===== src/rtl/bcd_display_scanner.sv =====
// Binary-to-BCD converter (sequential double-dabble) feeding a time-multiplexed digit bus.
// Optional macro LEADING_ZERO_BLANK_EN drives 4'hF on leading-zero digits (digit 0 never blanked).
//
// state     | meaning
// ST_IDLE   | bin_ready high, waiting for bin_valid
// ST_SHIFT  | BIN_W double-dabble shift cycles
// ST_COMMIT | copy BCD result to committed digits, pulse conv_done
module bcd_display_scanner #(
    parameter int BIN_W      = 14,
    parameter int NUM_DIGITS = 4,
    parameter int SCAN_DIV   = 1024
) (
    input  logic                  clk,
    input  logic                  rst_n,
    input  logic [BIN_W-1:0]      bin_in,
    input  logic                  bin_valid,
    output logic                  bin_ready,
    output logic                  conv_done,
    output logic                  ovf,
    output logic [3:0]            digit_value,
    output logic [NUM_DIGITS-1:0] digit_sel
);

    function automatic int unsigned pow10(input int n);
        int unsigned r;
        r = 1;
        for (int i = 0; i < n; i++) r = r * 10;
        return r;
    endfunction

    localparam int unsigned      MAX_VAL = pow10(NUM_DIGITS) - 1;
    localparam logic [BIN_W-1:0] MAX_BIN = BIN_W'(MAX_VAL);
    localparam int SH_W  = $clog2(BIN_W + 1);
    localparam int IDX_W = (NUM_DIGITS > 1) ? $clog2(NUM_DIGITS) : 1;
    localparam int CNT_W = $clog2(SCAN_DIV);

    typedef enum logic [1:0] {ST_IDLE, ST_SHIFT, ST_COMMIT} state_t;

    state_t                     state;
    logic [BIN_W-1:0]           bin_sr;
    logic [NUM_DIGITS-1:0][3:0] bcd_sr;
    logic [NUM_DIGITS-1:0][3:0] bcd_adj;
    logic [NUM_DIGITS-1:0][3:0] committed;
    logic [SH_W-1:0]            sh_cnt;
    logic                       sat;

    always_comb begin
        for (int i = 0; i < NUM_DIGITS; i++) begin
            bcd_adj[i] = (bcd_sr[i] >= 4'd5) ? bcd_sr[i] + 4'd3 : bcd_sr[i];
        end
    end

    always_ff @(posedge clk or negedge rst_n) begin
        if (!rst_n) begin
            state     <= ST_IDLE;
            bin_sr    <= '0;
            bcd_sr    <= '0;
            sh_cnt    <= '0;
            sat       <= 1'b0;
            committed <= '0;
            bin_ready <= 1'b1;
            conv_done <= 1'b0;
            ovf       <= 1'b0;
        end else begin
            conv_done <= 1'b0;
            case (state)
                ST_IDLE: begin
                    if (bin_valid && bin_ready) begin
                        bin_sr    <= (bin_in > MAX_BIN) ? MAX_BIN : bin_in;
                        sat       <= (bin_in > MAX_BIN);
                        bcd_sr    <= '0;
                        sh_cnt    <= '0;
                        bin_ready <= 1'b0;
                        state     <= ST_SHIFT;
                    end
                end
                ST_SHIFT: begin
                    {bcd_sr, bin_sr} <= {bcd_adj, bin_sr} << 1;
                    sh_cnt           <= sh_cnt + SH_W'(1);
                    if (sh_cnt == SH_W'(BIN_W - 1)) state <= ST_COMMIT;
                end
                ST_COMMIT: begin
                    committed <= bcd_sr;
                    ovf       <= sat;
                    conv_done <= 1'b1;
                    bin_ready <= 1'b1;
                    state     <= ST_IDLE;
                end
                default: state <= ST_IDLE;
            endcase
        end
    end

    // Scanner free-runs; new digits only reach the bus at a scan-index advance.
    logic [CNT_W-1:0] scan_cnt;
    logic [IDX_W-1:0] scan_idx;
    logic [IDX_W-1:0] nxt_idx;
    logic [3:0]       nxt_val;
`ifdef LEADING_ZERO_BLANK_EN
    logic [NUM_DIGITS-1:0] blank;
    logic                  zero_above;
`endif

    always_comb begin
        nxt_idx = (scan_idx == IDX_W'(NUM_DIGITS - 1)) ? '0 : scan_idx + IDX_W'(1);
        nxt_val = committed[nxt_idx];
`ifdef LEADING_ZERO_BLANK_EN
        blank      = '0;
        zero_above = 1'b1;
        for (int i = NUM_DIGITS - 1; i > 0; i--) begin
            zero_above = zero_above && (committed[i] == 4'd0);
            blank[i]   = zero_above;
        end
        if (blank[nxt_idx]) nxt_val = 4'hF;
`endif
    end

    always_ff @(posedge clk or negedge rst_n) begin
        if (!rst_n) begin
            scan_cnt    <= '0;
            scan_idx    <= '0;
            digit_sel   <= ~NUM_DIGITS'(1);
            digit_value <= 4'd0;
        end else if (scan_cnt == CNT_W'(SCAN_DIV - 1)) begin
            scan_cnt    <= '0;
            scan_idx    <= nxt_idx;
            digit_sel   <= ~(NUM_DIGITS'(1) << nxt_idx);
            digit_value <= nxt_val;
        end else begin
            scan_cnt <= scan_cnt + CNT_W'(1);
        end
    end

endmodule


===== config.mk =====
export PLATFORM = sky130hd
export DESIGN_NAME = bcd_display_scanner
export DESIGN_NICKNAME = d
export VERILOG_FILES = /design/src/rtl/bcd_display_scanner.sv
export SDC_FILE = /design/constraint.sdc
export NUM_CORES = 1
export LEC_CHECK = 0
export CAP_MARGIN = 25
export CELL_PAD_IN_SITES_DETAIL_PLACEMENT = 1
export CELL_PAD_IN_SITES_GLOBAL_PLACEMENT = 2
export CORE_MARGIN = 2
export CORE_UTILIZATION = 41
export DETAILED_ROUTE_END_ITERATION = 16
export PLACE_DENSITY = 0.82
export SLEW_MARGIN = 10
export SYNTH_ARGS = -nofsm -noshare
export SYNTH_HDL_FRONTEND = slang
export SYNTH_SLANG_ARGS = --single-unit

===== constraint.sdc =====
create_clock -name clk -period 3.4 [get_ports clk]
set_input_delay 0.68 -clock clk [delete_from_list [all_inputs] [get_ports clk]]
set_output_delay 0.68 -clock clk [all_outputs]
set_load 0.01 [all_outputs]

[Word-level counts from Yosys, hierarchy flattened]
Index checks and enable logic that the tools add are counted.
Cells by class
  multiplexer cells: 21
  add/subtract/negate cells: 7
  shift operators: 1
  reduce and logical (&&, ||, !) cells: 8
  order comparisons: 6
  equality and inequality tests: 7
  bitwise gates (word level): 1
Operator list (count)
  case mux 16 bit (2 select lines): 1
  two-way mux 14 bit: 2
  case mux 14 bit (2 select lines): 1
  two-way mux 4 bit: 5
  >= comparator 4 x 3 -> 1 bit (second input constant): 4
  two-way mux 16 bit: 1
  > comparator 14 bit (second input constant): 1
  adder 4 x 2 -> 4 bit (second input constant): 3
  adder 10 x 1 -> 10 bit (second input constant): 1
  == test 10 bit (second input constant): 1
  two-way mux 10 bit: 1
  binary-select mux 4 bit (select 2 bit): 1
  case mux 4 bit (2 select lines): 1
  AND reduction 2 bit: 4
  two-way mux 2 bit: 3
  adder 4 x 1 -> 4 bit (second input constant): 1
  == test 2 bit (second input constant): 2
  == test 4 bit (second input constant): 1
  != test 2 bit (second input constant): 2
  NOT 4 bit: 1
  case mux 2 bit (2 select lines): 1
  nonzero test 2 bit: 2
  << shifter 1 x 2 -> 4 bit (first input constant): 1
  adder 3 x 2 -> 3 bit (second input constant): 1
  8 further kinds: 9
Storage, ports and cells
  input port bits: 17
  register bits: 76

[Logic depth before layout (Yosys ltp)]
Gate-level depths: netlist (run 1).
  depth in word-level cells: 4
  mapped depth: 6
  gate-level depth less buffers: 6

[Least setup slack after synthesis (run 1)]
Ideal clock, no wire load.
  kind: register to register
  start: register scan_idx[0]
  end: register digit_value[0]
  buffers on the path: 0
  clock period less this slack: 1.649 ns
  library setup time: 0.117 ns
  data required time: 3.283 ns
  arrival: 1.532 ns
  cell stages (with the launch flop): 6
  path slack: 1.751 ns
  cell sequence: dfrtp_1 ha_1 nor2_2 mux4_2 nand2_1 nand2_1
On the way
  word-level cells in the longest chain between the ends: 4
RTL lines
  from (decl): line 96  | logic [IDX_W-1:0] scan_idx;
  from (signal assigned): line 126  | scan_idx <= nxt_idx;
  adder 2 x 1 -> 2 bit or == test 2 bit (tied branches): line 105  | nxt_idx = (scan_idx == IDX_W'(NUM_DIGITS - 1)) ? '0 : scan_idx + IDX_W'(1);
  two-way mux 2 bit *: line 105
  binary-select mux 4 bit (select 2 bit) *: line 106  | nxt_val = committed[nxt_idx];
  two-way mux 4 bit (implied by the code) *: line 106
  to (signal assigned): line 128  | digit_value <= nxt_val;
  to (decl): line 20  | output logic [3:0] digit_value,
Every way passes the cells marked *; elsewhere a longest branch is shown, timed or not. The select of a mux whose other input is x is not followed.
A chain may end at the register's enable or synchronous reset.

[Final worst setup path (run 1)]
  start: register bin_ready
  end: output port bin_ready
RTL lines
  from (decl): line 17  | output logic bin_ready,
  from (signal assigned): line 61  | bin_ready <= 1'b1;
  from (signal assigned): line 73  | bin_ready <= 1'b0;
  from (signal assigned): line 86  | bin_ready <= 1'b1;
No word-level cell between the ends.

==> impl_metrics.csv, run 1 <==
group,metric,value,unit
drt,post-route-drc-count,0,
setup_path,critPathMaxStageDelay,560,ps
logic_synthesis,synth-seq-cells,76,
power_and_ir_drop,p_int,0.00208,W
floorplanning,coreArea,8590,um^2
power_and_ir_drop,swShare,34.6,%
timing,post-route-period-util,62.6,%
logic_synthesis,synth_compound_area_share,11.6,%
logic_synthesis,synth_top_family_by_area,"simple AND/OR/NAND/NOR gates",
logic_synthesis,synthArstFlopShare,100,%
logic_synthesis,synthMuxAreaShare,6.93,%
grt,grt_pass1_vias,2553,
clock_network,cts_setup_buffers,0,
layout,multi_input_area,1510,um^2
drt,drt_iter0_drc,52,
place,place_congestion,0.767,
logic_synthesis,syn_nets,366,
power_and_ir_drop,power_density,765,nW/um^2
layout,seq_area,1910,um^2
logic_synthesis,yosysUniqueCellTypes,41,
grt,gr-usage-all-layers,16.9,%
floorplanning,fp.dieH,97.4,um
power_and_ir_drop,ir_drop,0.000355,V
timing,worst_pin_slew,983,ps
timing,final-setup-viol-count,0,
drt,vias_per_cell,5.22,
timing,drv_slew,0,
logic_synthesis,ys.flop_type,"dfrtp_1",
grt,grt_overflow,0,
logic_synthesis,synth.avg_cell_area,10.7,um^2
layout,drive_gt1_share,9.32,%
run,cap_violations,0,
drt,ant_nets,0,
setup_path,worstPathRequired,2720,ps
clock_network,clock_latency,360,ps
place,dp_hpwl,5.10,mm
power_and_ir_drop,total_leakage_power,1.86,nW
setup_path,crit_chain,"clkdlybuf4s50_1",
logic_synthesis,synthesis.area,3570,um^2
layout,finalNetCount,393,
status,outcome,"finished, final reports clean",
logic_synthesis,seq_area_frac_synth,53.3,%
logic_synthesis,synth_edf_count,0,
clock_network,numCtsBuffers,9,
power_and_ir_drop,pwr-share-clk,24.7,%
power_and_ir_drop,combPwrFrac,31.2,%
setup_path,worst-path-buf-inv,1,
floorplanning,io_pins,28,
logic_synthesis,synth_fa_ha_area_share,5.60,%
setup_path,cp-start-kind,"flip-flop",
timing,hold_viol_final,0,
timing,rsz0062_at_grt,"no",
place,port_buffers,27,
setup_path,critPathCaptureType,"output pin",
clock_network,cts_max_level,3,
min_path,hold_path.class,"in -> async",
timing,max_freq,470,MHz
setup_path,worst_ep_arrival_time,1450,ps
power_and_ir_drop,seq_power_share,44.0,%
grt,grt_pass1_wl,12.6,mm
clock_network,ctsResizeCount,0,
floorplanning,num_rows,34,
grt,antenna_found_initial,0,
clock_network,cts_tree,"done",
setup_path,path_max_fanout,4,
clock_network,clkTransAtPathRegs,80,ps
floorplanning,die_w,97.4,um
drt,vias,2469,
layout,area_growth,16.4,%
clock_network,clockBufferDepth,2,
timing,slew_headroom,34.5,%
timing,fin_worst_skew,11.6,ps
clock_network,root_buffer,"clkbuf_8",
layout,antenna_cells,0,
layout,nFillCells,948,
drt,firstDrtPassIters,5,
setup_path,crit_type,"reg -> out",
timing,hold-worst-slack,159,ps
drt,wire_per_inst,15.6,um
logic_synthesis,yosys_warnings,0,
clock_network,cts_sinks,76,
drt,drt-total-wl,7.40,mm
floorplanning,start_util,41.6,%
logic_synthesis,synthCells,333,
power_and_ir_drop,p_sw,0.00110,W
floorplanning,die_area,9480,um^2
logic_synthesis,synthSimpleGateAreaFrac,15.0,%
grt,grt_max_degree,77,
setup_path,cpLargestDelayFamily,"flip-flops",
timing,fin_crit,2130,ps
timing,tns,0,ps
clock_network,hold_buffers,0,
setup_path,cpMaxStageDelayCell,"dfstp_2",
logic_synthesis,synth_xor_area_share,3.19,%
[cell usage in the layout (no fill, tap or decap), types with 3 or more instances in the layout]
cell type,n
o21ai_0,3
mux2_1,13
nand3_1,22
o21ai_1,33
dfstp_2,4
inv_1,14
dfrtp_1,72
mux4_2,4
buf_4,4
nand2_1,49
nor2_1,13
and2_1,3
o31ai_1,6
xor2_1,4
a32o_1,4
nand4_1,3
xnor2_1,9
a21oi_1,8
nor3_1,3
clkdlybuf4s50_1,26
a22oi_1,10
nand2b_1,6
ha_1,16
clkbuf_8,11
[metal layers]
layer	global-route usage, %	up-vias	routed length (um)
met4	7.80	0	203
li1	-	1213	-
met1	21.6	1195	3490
met2	28.0	44	3490
met3	3.02	17	220
met5	0	-	0
[power by group through the flow]
stage | clock [W] | combinational (W) | sequential (W)
2_1_floorplan | 0 | 0.000801 | 0.00134
3_3_place_gp | 0 | 0.000966 | 0.00141
3_5_place_dp | 0 | 0.00101 | 0.00142
4_1_cts | 0.000811 | 0.00102 | 0.00141
5_1_grt | 0.000845 | 0.00114 | 0.00144
6_report | 0.000788 | 0.000994 | 0.00140
[cell usage after synthesis, types with 2 or more instances]
| library cell | count | area share [%] |
|---|---|---|
| a21oi_1 | 8 | 1.1 |
| a22oi_1 | 10 | 2.1 |
| a32o_1 | 4 | 1.1 |
| and2_1 | 3 | 0.53 |
| and3_1 | 2 | 0.35 |
| buf_2 | 10 | 1.4 |
| buf_6 | 3 | 0.94 |
| dfrtp_1 | 72 | 50 |
| dfstp_2 | 4 | 2.9 |
| ha_1 | 16 | 5.6 |
| inv_1 | 14 | 1.5 |
| inv_2 | 2 | 0.21 |
| mux2_1 | 13 | 4.1 |
| mux4_2 | 4 | 2.5 |
| nand2_1 | 49 | 5.1 |
| nand2b_1 | 6 | 1.1 |
| nand3_1 | 22 | 3.1 |
| nand4_1 | 3 | 0.53 |
| nor2_1 | 13 | 1.4 |
| nor3_1 | 3 | 0.42 |
| nor3b_1 | 2 | 0.42 |
| o21ai_0 | 3 | 0.42 |
| o21ai_1 | 33 | 4.6 |
| o31ai_1 | 6 | 1.3 |
| xnor2_1 | 9 | 2.2 |
| xor2_1 | 4 | 0.98 |
[path summary, 6_finish.rpt]
path / start / endpoint / slack, ps / depth (start not counted)
hold / removal: rst_n / digit_sel[0]$_DFFE_PN0N_ / 160 / 1
hold reg to reg: digit_sel[2]$_DFFE_PN1N_ / digit_sel[2]$_DFFE_PN1N_ / 470 / 2
setup reg to reg: scan_cnt[0]$_DFF_PN0_ / scan_idx[0]$_DFFE_PN0N_ / 1560 / 4
max in group asynchronous: rst_n / digit_sel[1]$_DFFE_PN1N_ / 2650 / 2
setup / recovery: bin_ready$_DFFE_PN1P_ / bin_ready / 1270 / 1
min in group clk: digit_sel[2]$_DFFE_PN1N_ / digit_sel[2]$_DFFE_PN1N_ / 470 / 2
[area by class of cell]
| type | count | share of cell area (%) |
|---|---|---|
| Timing Repair Buffer | 31 | 7.64 |
| Clock buffer | 12 | 3.73 |
| Tap cell | 108 | 3.25 |
| Multi-Input combinational cell | 226 | 36.4 |
| Sequential cell | 76 | 45.8 |
| Inverter | 16 | 1.44 |
| Clock inverter | 4 | 1.74 |
[registers in the layout, indices dropped and copies added (netlist names)]
register / cells
sh_cnt: 4
ovf: 1
state: 2
digit_sel: 4
bcd_sr: 16
bin_sr: 14
digit_value: 4
conv_done: 1
committed: 16
bin_ready: 1
scan_idx: 2
scan_cnt: 10
sat: 1
[through the flow]
| step | total power, W | instances | instance area [um^2] | util, % | worst slack (ps) |
|---|---|---|---|---|---|
| 6_report | 0.00318 | 473 | 4160 | 48.4 | 1270 |
| 4_1_cts | 0.00323 | 472 | 4130 | 48.1 | 1250 |
| 2_1_floorplan | 0.00214 | 333 | 3570 | - | 1750 |
| 3_3_place_gp | 0.00238 | 456 | 3910 | 45.4 | 1200 |
| 3_5_place_dp | 0.00243 | 456 | 3910 | 45.4 | 1150 |
| 5_1_grt | 0.00343 | 473 | 4160 | 48.4 | 1240 |
[cell families after synthesis]
kind of cell    after synthesis
flops                        76
fa+ha+maj                    16
mux                          18
compound gates               68
xor+xnor                     13
buf+inv                      31
simple gates                111
No activity file was read; power rests on OpenSTA's default activity.
==> inputs of run 2 (changes only) <==
--- a/config.mk
+++ b/config.mk
@@ -9,9 +9,9 @@
 export CELL_PAD_IN_SITES_DETAIL_PLACEMENT = 1
 export CELL_PAD_IN_SITES_GLOBAL_PLACEMENT = 2
 export CORE_MARGIN = 2
-export CORE_UTILIZATION = 41
+export CORE_UTILIZATION = 38
 export DETAILED_ROUTE_END_ITERATION = 16
-export PLACE_DENSITY = 0.82
+export PLACE_DENSITY = 0.76
 export SLEW_MARGIN = 10
 export SYNTH_ARGS = -nofsm -noshare
 export SYNTH_HDL_FRONTEND = slang
==> constraint.sdc (replaced) <==
create_clock -name clk -period 2.1 [get_ports clk]
set_input_delay 0.42 -clock clk [delete_from_list [all_inputs] [get_ports clk]]
set_output_delay 0.42 -clock clk [all_outputs]
set_load 0.01 [all_outputs]
==> impl_metrics.csv, run 2 (same netlist as run 1, synthesis figures left out) <==
group,metric,value,unit
status,outcome,"finished, final reports clean",
grt,grt_overflow,0,
timing,max_freq,539,MHz
layout,area_growth,17.5,%
timing,rsz0062_at_grt,"no",
place,dpl.cell_count,466,
place,dp_hpwl,5.61,mm
clock_network,cts_tree,"done",
setup_path,worstPathRequired,1680,ps
drt,vias_per_cell,5.23,
grt,met1_usage,21.9,%
min_path,hold_path.class,"reg -> reg",
setup_path,critPathCaptureType,"output pin",
grt,met3_usage,2.98,%
floorplanning,num_rows,35,
layout,final_cells,482,
place,port_buffers,27,
timing,worst_pin_slew,471,ps
drt,vias,2520,
drt,post-route-drc-count,0,
power_and_ir_drop,power_density,1230,nW/um^2
clock_network,cts_max_level,3,
layout,finalNetCount,400,
setup_path,r2r_slack,290,ps
clock_network,cts_setup_buffers,0,
timing,fin_worst_skew,7.79,ps
place,place_ws,247,ps
power_and_ir_drop,total_leakage_power,1.88,nW
setup_path,cpLargestDelayFamily,"flip-flops",
setup_path,path_max_fanout,4,
drt,firstDrtPassIters,4,
clock_network,root_buffer,"clkbuf_8",
setup_path,worst-path-buf-inv,1,
setup_path,crit_chain,"clkdlybuf4s50_1",
floorplanning,fp.dieH,101,um
layout,seq_area,1910,um^2
timing,drv_slew,0,
setup_path,critPathMaxStageDelay,560,ps
timing,slew_headroom,68.5,%
layout,final_cell_mix,"dfrtp_1, nand2_1, o21ai_1, clkdlybuf4s50_1, nand3_1",
timing,fin_crit,1850,ps
drt,drt_iter0_drc,43,
place,place_congestion,0.782,
setup_path,worst_ep_arrival_time,1430,ps
timing,hold_viol_final,0,
grt,globalRoute.busiestLayer,"met2",
grt,grt_pass1_wl,13.6,mm
drt,ant_nets,0,
grt,gr-usage-all-layers,17.0,%
clock_network,clockBufferDepth,2,
grt,grt_pass1_vias,2782,
layout,final_common_cell,"dfrtp_1",
clock_network,hold_buffers,1,
setup_path,crit_type,"reg -> out",
run,cap_violations,0,
floorplanning,io_pins,28,
clock_network,ctsResizeCount,0,
setup_path,cp-start-kind,"flip-flop",
floorplanning,die_area,10200,um^2
drt,drt-total-wl,7.76,mm
floorplanning,die_w,101,um
layout,multi_input_area,1510,um^2
floorplanning,coreArea,9200,um^2
timing,final-setup-viol-count,0,
clock_network,numCtsBuffers,9,
layout,nFillCells,1023,
layout,drive_gt1_share,10.5,%
floorplanning,start_util,38.9,%
grt,grt_util_met2,29.3,%
grt,antenna_found_initial,0,
layout,top_regs,"bcd_sr: 16 flops, committed: 16 flops, bin_sr: 14 flops",
grt,grt_max_degree,28,
drt,wire_per_inst,16.1,um
timing,setup_slack,246,ps
clock_network,cts_sinks,76,
clock_network,clock_latency,330,ps
setup_path,cpMaxStageDelayCell,"dfstp_2",
layout,antenna_cells,0,
power_and_ir_drop,ir_drop,0.000568,V
clock_network,clkTransAtPathRegs,80,ps
timing,post-route-period-util,88.3,%
timing,tns,0,ps
## run 2: cell count changes in the layout (fill, tap and decap cells not counted)
cell,previous run,this run
buf_4,4,9
buf_16,1,0
dlygate4sd3_1,0,1
clkbuf_8,11,9
clkinv_2,1,2
buf_12,0,2
## run 2: final timing paths
check	cells past startpoint	endpoint	startpoint
max in group asynchronous	3	digit_sel[2]$_DFFE_PN1N_	rst_n
min in group asynchronous	2	scan_cnt[7]$_DFF_PN0_	rst_n
worst min-delay path	2	digit_sel[3]$_DFFE_PN1N_	digit_sel[3]$_DFFE_PN1N_
worst max-delay path	1	bin_ready	bin_ready$_DFFE_PN1P_
worst max register to register	5	digit_value[3]$_DFFE_PN0N_	scan_idx[0]$_DFFE_PN0N_
worst min register to register	2	digit_sel[3]$_DFFE_PN1N_	digit_sel[3]$_DFFE_PN1N_
## run 2: layout make-up
class,count,area share [%]
tap,111,3.31
clock buffer,10,3.04
sequential,76,45.4
timing repair buffer,38,8.99
inverter,16,1.43
multi-input combinational,226,36.0
clock inverter,5,1.85
## run 2: where the power goes
group          switching, W  internal (W)  total [W]
clock              0.000525      0.000660    0.00118
sequential         0.000346       0.00191    0.00226
combinational      0.000927      0.000785    0.00171
## run 2: metal layers
layer  up-vias  routed length, um  part of all wire [%]
met5         -                  0                     0
met3         6                212                   2.7
met2        43               3930                    51
li1       1227                  -                     -
met1      1244               3560                    46
met4         0                 61                  0.79
## run 2: stage by stage
step | util (%) | cell area [um^2] | hold WS (ps) | power, W
after floorplan | - | 3570 | 124 | 0.00346
after global placement | 43.3 | 3990 | 340 | 0.00394
after detailed placement | 43.3 | 3990 | 340 | 0.00403
after CTS | 45.7 | 4200 | 471 | 0.00524
after global routing | 45.7 | 4200 | 486 | 0.00558
final | 45.7 | 4200 | 467 | 0.00516
==> RTL change 1 (settings of run 2) <==
`NUM_DIGITS`: 4 -> 8.
--- a/src/rtl/bcd_display_scanner.sv
+++ b/src/rtl/bcd_display_scanner.sv
@@ -7,7 +7,7 @@
 // ST_COMMIT | copy BCD result to committed digits, pulse conv_done
 module bcd_display_scanner #(
     parameter int BIN_W      = 14,
-    parameter int NUM_DIGITS = 4,
+    parameter int NUM_DIGITS = 8,
     parameter int SCAN_DIV   = 1024
 ) (
     input  logic                  clk,
Ports: changed (resized digit_sel); port bits go from 28 to 32. The function was not compared with the original's and may differ.
==> RTL change 1 against run 2 <==
Area after synthesis up 54%; setup slack worse by 86 ps; routed wire length up 61%; total power up 70%; combinational power up 56%; core utilization up 0.54 points; cell area up 58%; sequential share of layout area down 2.7 points; global-route usage up 0.18 points; sequential cell count up 37.
==> RTL change 1: results (changes against run 2) <==
* Adder-cell share of the synthesized area at 4.76% (was 5.60%)
* Placed Cells at 728 (was 466)
* Finished Layout Cells at 761 (was 482)
* Routing usage on met2 at 28.4% (was 29.3%)
* Starting DRT DRC Count at 146 (was 43)
* Gr usage total at 17.2% (was 17.0%)
* Final WL at 12,500 µm (was 7760 µm)
* Synth top cells by count: dfrtp_1 (105), nand2_1 (53), o21ai_0 (51) (was dfrtp_1 (72), nand2_1 (49), o21ai_1 (33))
* Placed inst area at 6080 µm² (was 3990 µm²)
* TritonCTS buffer count at 17 (was 9)
* Worst EP arrival at 1520 ps (was 1430 ps)
* Tcrit/Tclk final at 92.4% (was 88.3%)
* First-pass GRT wire length at 21,600 µm (was 13,600 µm)
* Largest registers: bcd_sr: 32 flops, committed: 32 flops, bin_sr: 14 flops (was bcd_sr: 16 flops, committed: 16 flops, bin_sr: 14 flops)
* DP HPWL at 8550 µm (was 5610 µm)
* Logic pwr share at 30.5% (was 33.2%)
* Status: finished, final reports clean (unchanged)
* Worst hold slack at 364 ps (was 467 ps)
* Reg2reg end: digit_value[2]$_DFFE_PN0N_ (was digit_value[3]$_DFFE_PN0N_)
* Worst slack at placement at -85.5 ps (was 247 ps)
* Min-delay worst type: in -> async (was reg -> reg)
* Synth area leaders: dfrtp_1 (48%), mux2_2 (5.7%), ha_1 (4.8%) (was dfrtp_1 (50%), ha_1 (5.6%), nand2_1 (5.1%))
* Switching Share at 34.2% (was 34.9%)
* Maximum VDD drop at 0.000624 V (was 0.000568 V)
* GPL Wtd Cong at 0.746 (was 0.782)
* Layout Skew at 6.81 ps (was 7.79 ps)
* Static leakage at 2.92 nW (was 1.88 nW)
* Port-buffer cells at 31 (was 27)
* Met1 usage at 22.1% (was 21.9%)
RTL change 1: changes by cell type in the layout (fill, tap and decap cells not counted), moves of 6 or more:
cell and change:
nor2_1 +12, dfrtp_1 +33, o21ai_1 -33, mux2_2 +27
mux2i_1 +6, o31ai_1 +13, a21oi_1 +11, mux2_1 -12
nor3_2 +8, buf_4 +10, a22oi_1 +6, clkbuf_16 +17
o21ai_0 +48
RTL change 1: area by class of cell:
class / count / area, µm²
repair buffers: 52 / 493
well taps: 184 / 230
inverters: 19 / 71.3
clock inverters: 5 / 25.0
multi-input cells: 361 / 2460
clock buffers: 27 / 523
flip-flops and latches: 113 / 2840
fillers: 1583 / 7730
RTL change 1: kinds of logic after synthesis:
| logic type | Yosys count |
|---|---|
| buffers and inverters | 50 |
| and+or+nand+nor | 153 |
| adders and majority gates | 21 |
| DFF | 113 |
| muxes | 35 |
| AOI/OAI and AO/OA | 135 |
| xor gates and xnor gates | 17 |
==> RTL change 2 (settings of run 2) <==
Without the edit above. Re-encode `state_t` (3 states) as one-hot, 3 bits wide.
--- a/src/rtl/bcd_display_scanner.sv
+++ b/src/rtl/bcd_display_scanner.sv
@@ -34,7 +34,7 @@
     localparam int IDX_W = (NUM_DIGITS > 1) ? $clog2(NUM_DIGITS) : 1;
     localparam int CNT_W = $clog2(SCAN_DIV);
 
-    typedef enum logic [1:0] {ST_IDLE, ST_SHIFT, ST_COMMIT} state_t;
+    typedef enum logic [2:0] {ST_IDLE = 3'b001, ST_SHIFT = 3'b010, ST_COMMIT = 3'b100} state_t;
 
     state_t                     state;
     logic [BIN_W-1:0]           bin_sr;
Formal check against the unedited RTL: same outputs for any inputs over 10 cycles, from zero or initial values and one cycle with rst_n low; not proved beyond that.
==> RTL change 2 against run 2 <==
Core utilization rose by 1.7 points; setup slack worse by 48 ps; maximum frequency shrank 2.5%; area after synthesis increased by 1.5%; routed wire length decreased by 2.5%; cell area up 4.1%; sequential cell count up 1; critical endpoint is now digit_sel[1]$_DFFE_PN1N_.
Power is not compared: it rests on default switching activity, and its combinational part moved more than twofold at a synthesized area within 25%.
==> RTL change 2: results (changes against run 2) <==
* Placed Cells at 457 (was 466)
* Min-delay worst type: reg -> reg (unchanged)
* CTS max path bufs at 2 (unchanged)
* Gate Count Post-Synth at 298 (was 333)
* Adder-cell share of the synthesized area at 5.52% (was 5.60%)
* Synthesis Warnings at 0 (unchanged)
* Gr usage total at 16.1% (was 17.0%)
* First-pass GRT wire length at 13,000 µm (was 13,600 µm)
* TritonCTS buffer count at 9 (unchanged)
* Area fraction in compound gates after synthesis at 13.4% (was 11.6%)
* DP HPWL at 5260 µm (was 5610 µm)
* Clock latency on the worst-skew pair at between 300 and 400 ps
* Initial antenna violation count at 0 (unchanged)
* Asr flop ratio synth at 100% (unchanged)
* Vias/cell at 5.12 (was 5.23)
* Port-buffer cells at 27 (unchanged)
* Static leakage at around 1.9 nW
* Placed inst area at 4120 µm² (was 3990 µm²)
* Vias in the first global route at 2,591 (was 2,782)
* Maximum VDD drop at around 0.00037 V
* Largest registers: bcd_sr: 16 flops, committed: 16 flops, bin_sr: 14 flops (unchanged)
* CTS clk-pin slew, worst paths at around 90 ps
* N_diodes at 0 (unchanged)
* Final-layout fill cell count at 983 (was 1,023)
* Routed vias at 2,429 (was 2,520)
* TritonRoute pass-1 iters at 4 (unchanged)
* Share of cells above drive strength 1 at 22.9% (was 10.5%)
* GPL Wtd Cong at 0.764 (was 0.782)
* Crit-path max FO at 9 (was 4)
* Top FF cell, synth: dfrtp_1 (unchanged)
* DR WL/cell at 16.0 µm (was 16.1 µm)
* Multiplexer share of the synthesized area at 12.0% (was 6.93%)
* Xor and xnor area share after synthesis at 3.14% (was 3.19%)
* Final #Nets at 373 (was 400)
* Yosys cell types at 46 (was 41)
* Sequential share of the synthesized area at 53.3% (about the same)
* H-tree depth at 3 (unchanged)
* Synth area leaders: dfrtp_1 (50%), mux2_2 (8.4%), ha_1 (5.5%) (was dfrtp_1 (50%), ha_1 (5.6%), nand2_1 (5.1%))
* Syn nets at 331 (was 366)
* R2r setup slk at 200 ps (was 290 ps)
* Largest net degree at the start of global routing at 36 (was 28)
* Postcts setup bufs at 0 (unchanged)
* Clock Tree Root: clkbuf_8 (unchanged)
* Worst EP arrival at 2160 ps (was 1430 ps)
* Status: finished, final reports clean (unchanged)
* Layout Skew at 12.1 ps (was 7.79 ps)
* Worst-Margin Slew at 573 ps (was 471 ps)
* Synth top cells by count: dfrtp_1 (72), mux2_2 (27), nand2_1 (20) (was dfrtp_1 (72), nand2_1 (49), o21ai_1 (33))
* Starting DRT DRC Count at 87 (was 43)
[RTL change 2: cell families (layout without fill, tap and decap cells)]
group,after synthesis,count (layout)
buffers and inverters,29,76
multiplexers,35,35
adder cells (fa/ha/maj),16,16
AND/OR/NAND/NOR,63,63
AO/OA/AOI/OAI,65,65
XOR/XNOR,13,13
flip-flops,77,77
[RTL change 2: area by class of cell]
cell class	count	area [µm²]	area share, %
Sequential cell	77	1930	44.2
Inverter	17	63.8	1.46
Clock inverter	6	111	2.55
Tap cell	129	161	3.69
Multi-Input combinational cell	192	1570	36.0
Timing Repair Buffer	43	403	9.21
Clock buffer	10	128	2.92
[RTL change 2: final timing paths]
kind	from	to	depth (start not counted)
worst max register to register	scan_cnt[0]$_DFF_PN0_	digit_sel[1]$_DFFE_PN1N_	6
worst min-delay path	scan_cnt[6]$_DFF_PN0_	scan_cnt[6]$_DFF_PN0_	1
worst max-delay path	scan_cnt[0]$_DFF_PN0_	digit_sel[1]$_DFFE_PN1N_	6
min in group asynchronous	rst_n	bin_sr[11]$_DFFE_PN0P_	2
max in group asynchronous	rst_n	bin_ready$_DFFE_PN1P_	3
worst min register to register	scan_cnt[6]$_DFF_PN0_	scan_cnt[6]$_DFF_PN0_	1
[RTL change 2: where the power goes]
part           switching, mW  total (mW)  internal, mW
registers              0.172        1.86          1.69
clock network          0.552        1.34         0.793
logic                  0.266       0.583         0.316
[RTL change 2: stage by stage]
stage	worst slack (ps)	hold WS [ps]	setup TNS (ps)	utilization (%)	power, mW
finish	198	474	0	47.3	3.79
global route	36.1	491	0	47.3	4.00
floorplan	217	124	0	-	2.25
CTS	48.0	478	0	47.3	3.85
global placement	-36.7	368	-177	44.6	2.45
detailed placement	-99.5	378	-477	44.6	2.48
[RTL change 2: what timing repair did]
item	in CTS	in global routing
endpoints found under the hold margin	11	0
endpoints found under the setup margin	0	4
resized for setup	0	1
hold buffers	1	0
[RTL change 2: metal layers]
metal | up-vias | GRT usage (%) | routed length [µm]
li1 | 1159 | - | -
met1 | 1243 | 22.1 | 3770
met2 | 19 | 26.4 | 3590
met3 | 8 | 2.55 | 129
met4 | 0 | 4.99 | 82
met5 | - | 0 | 0
[RTL change 2: worst max-delay path, stage by stage, from the launching register on]
cell and delay [ps]:
dfrtp_1 390, ha_1 210, nand3_1 160, nor2_1 200, and4_2 390, buf_4 220, mux2i_1 250
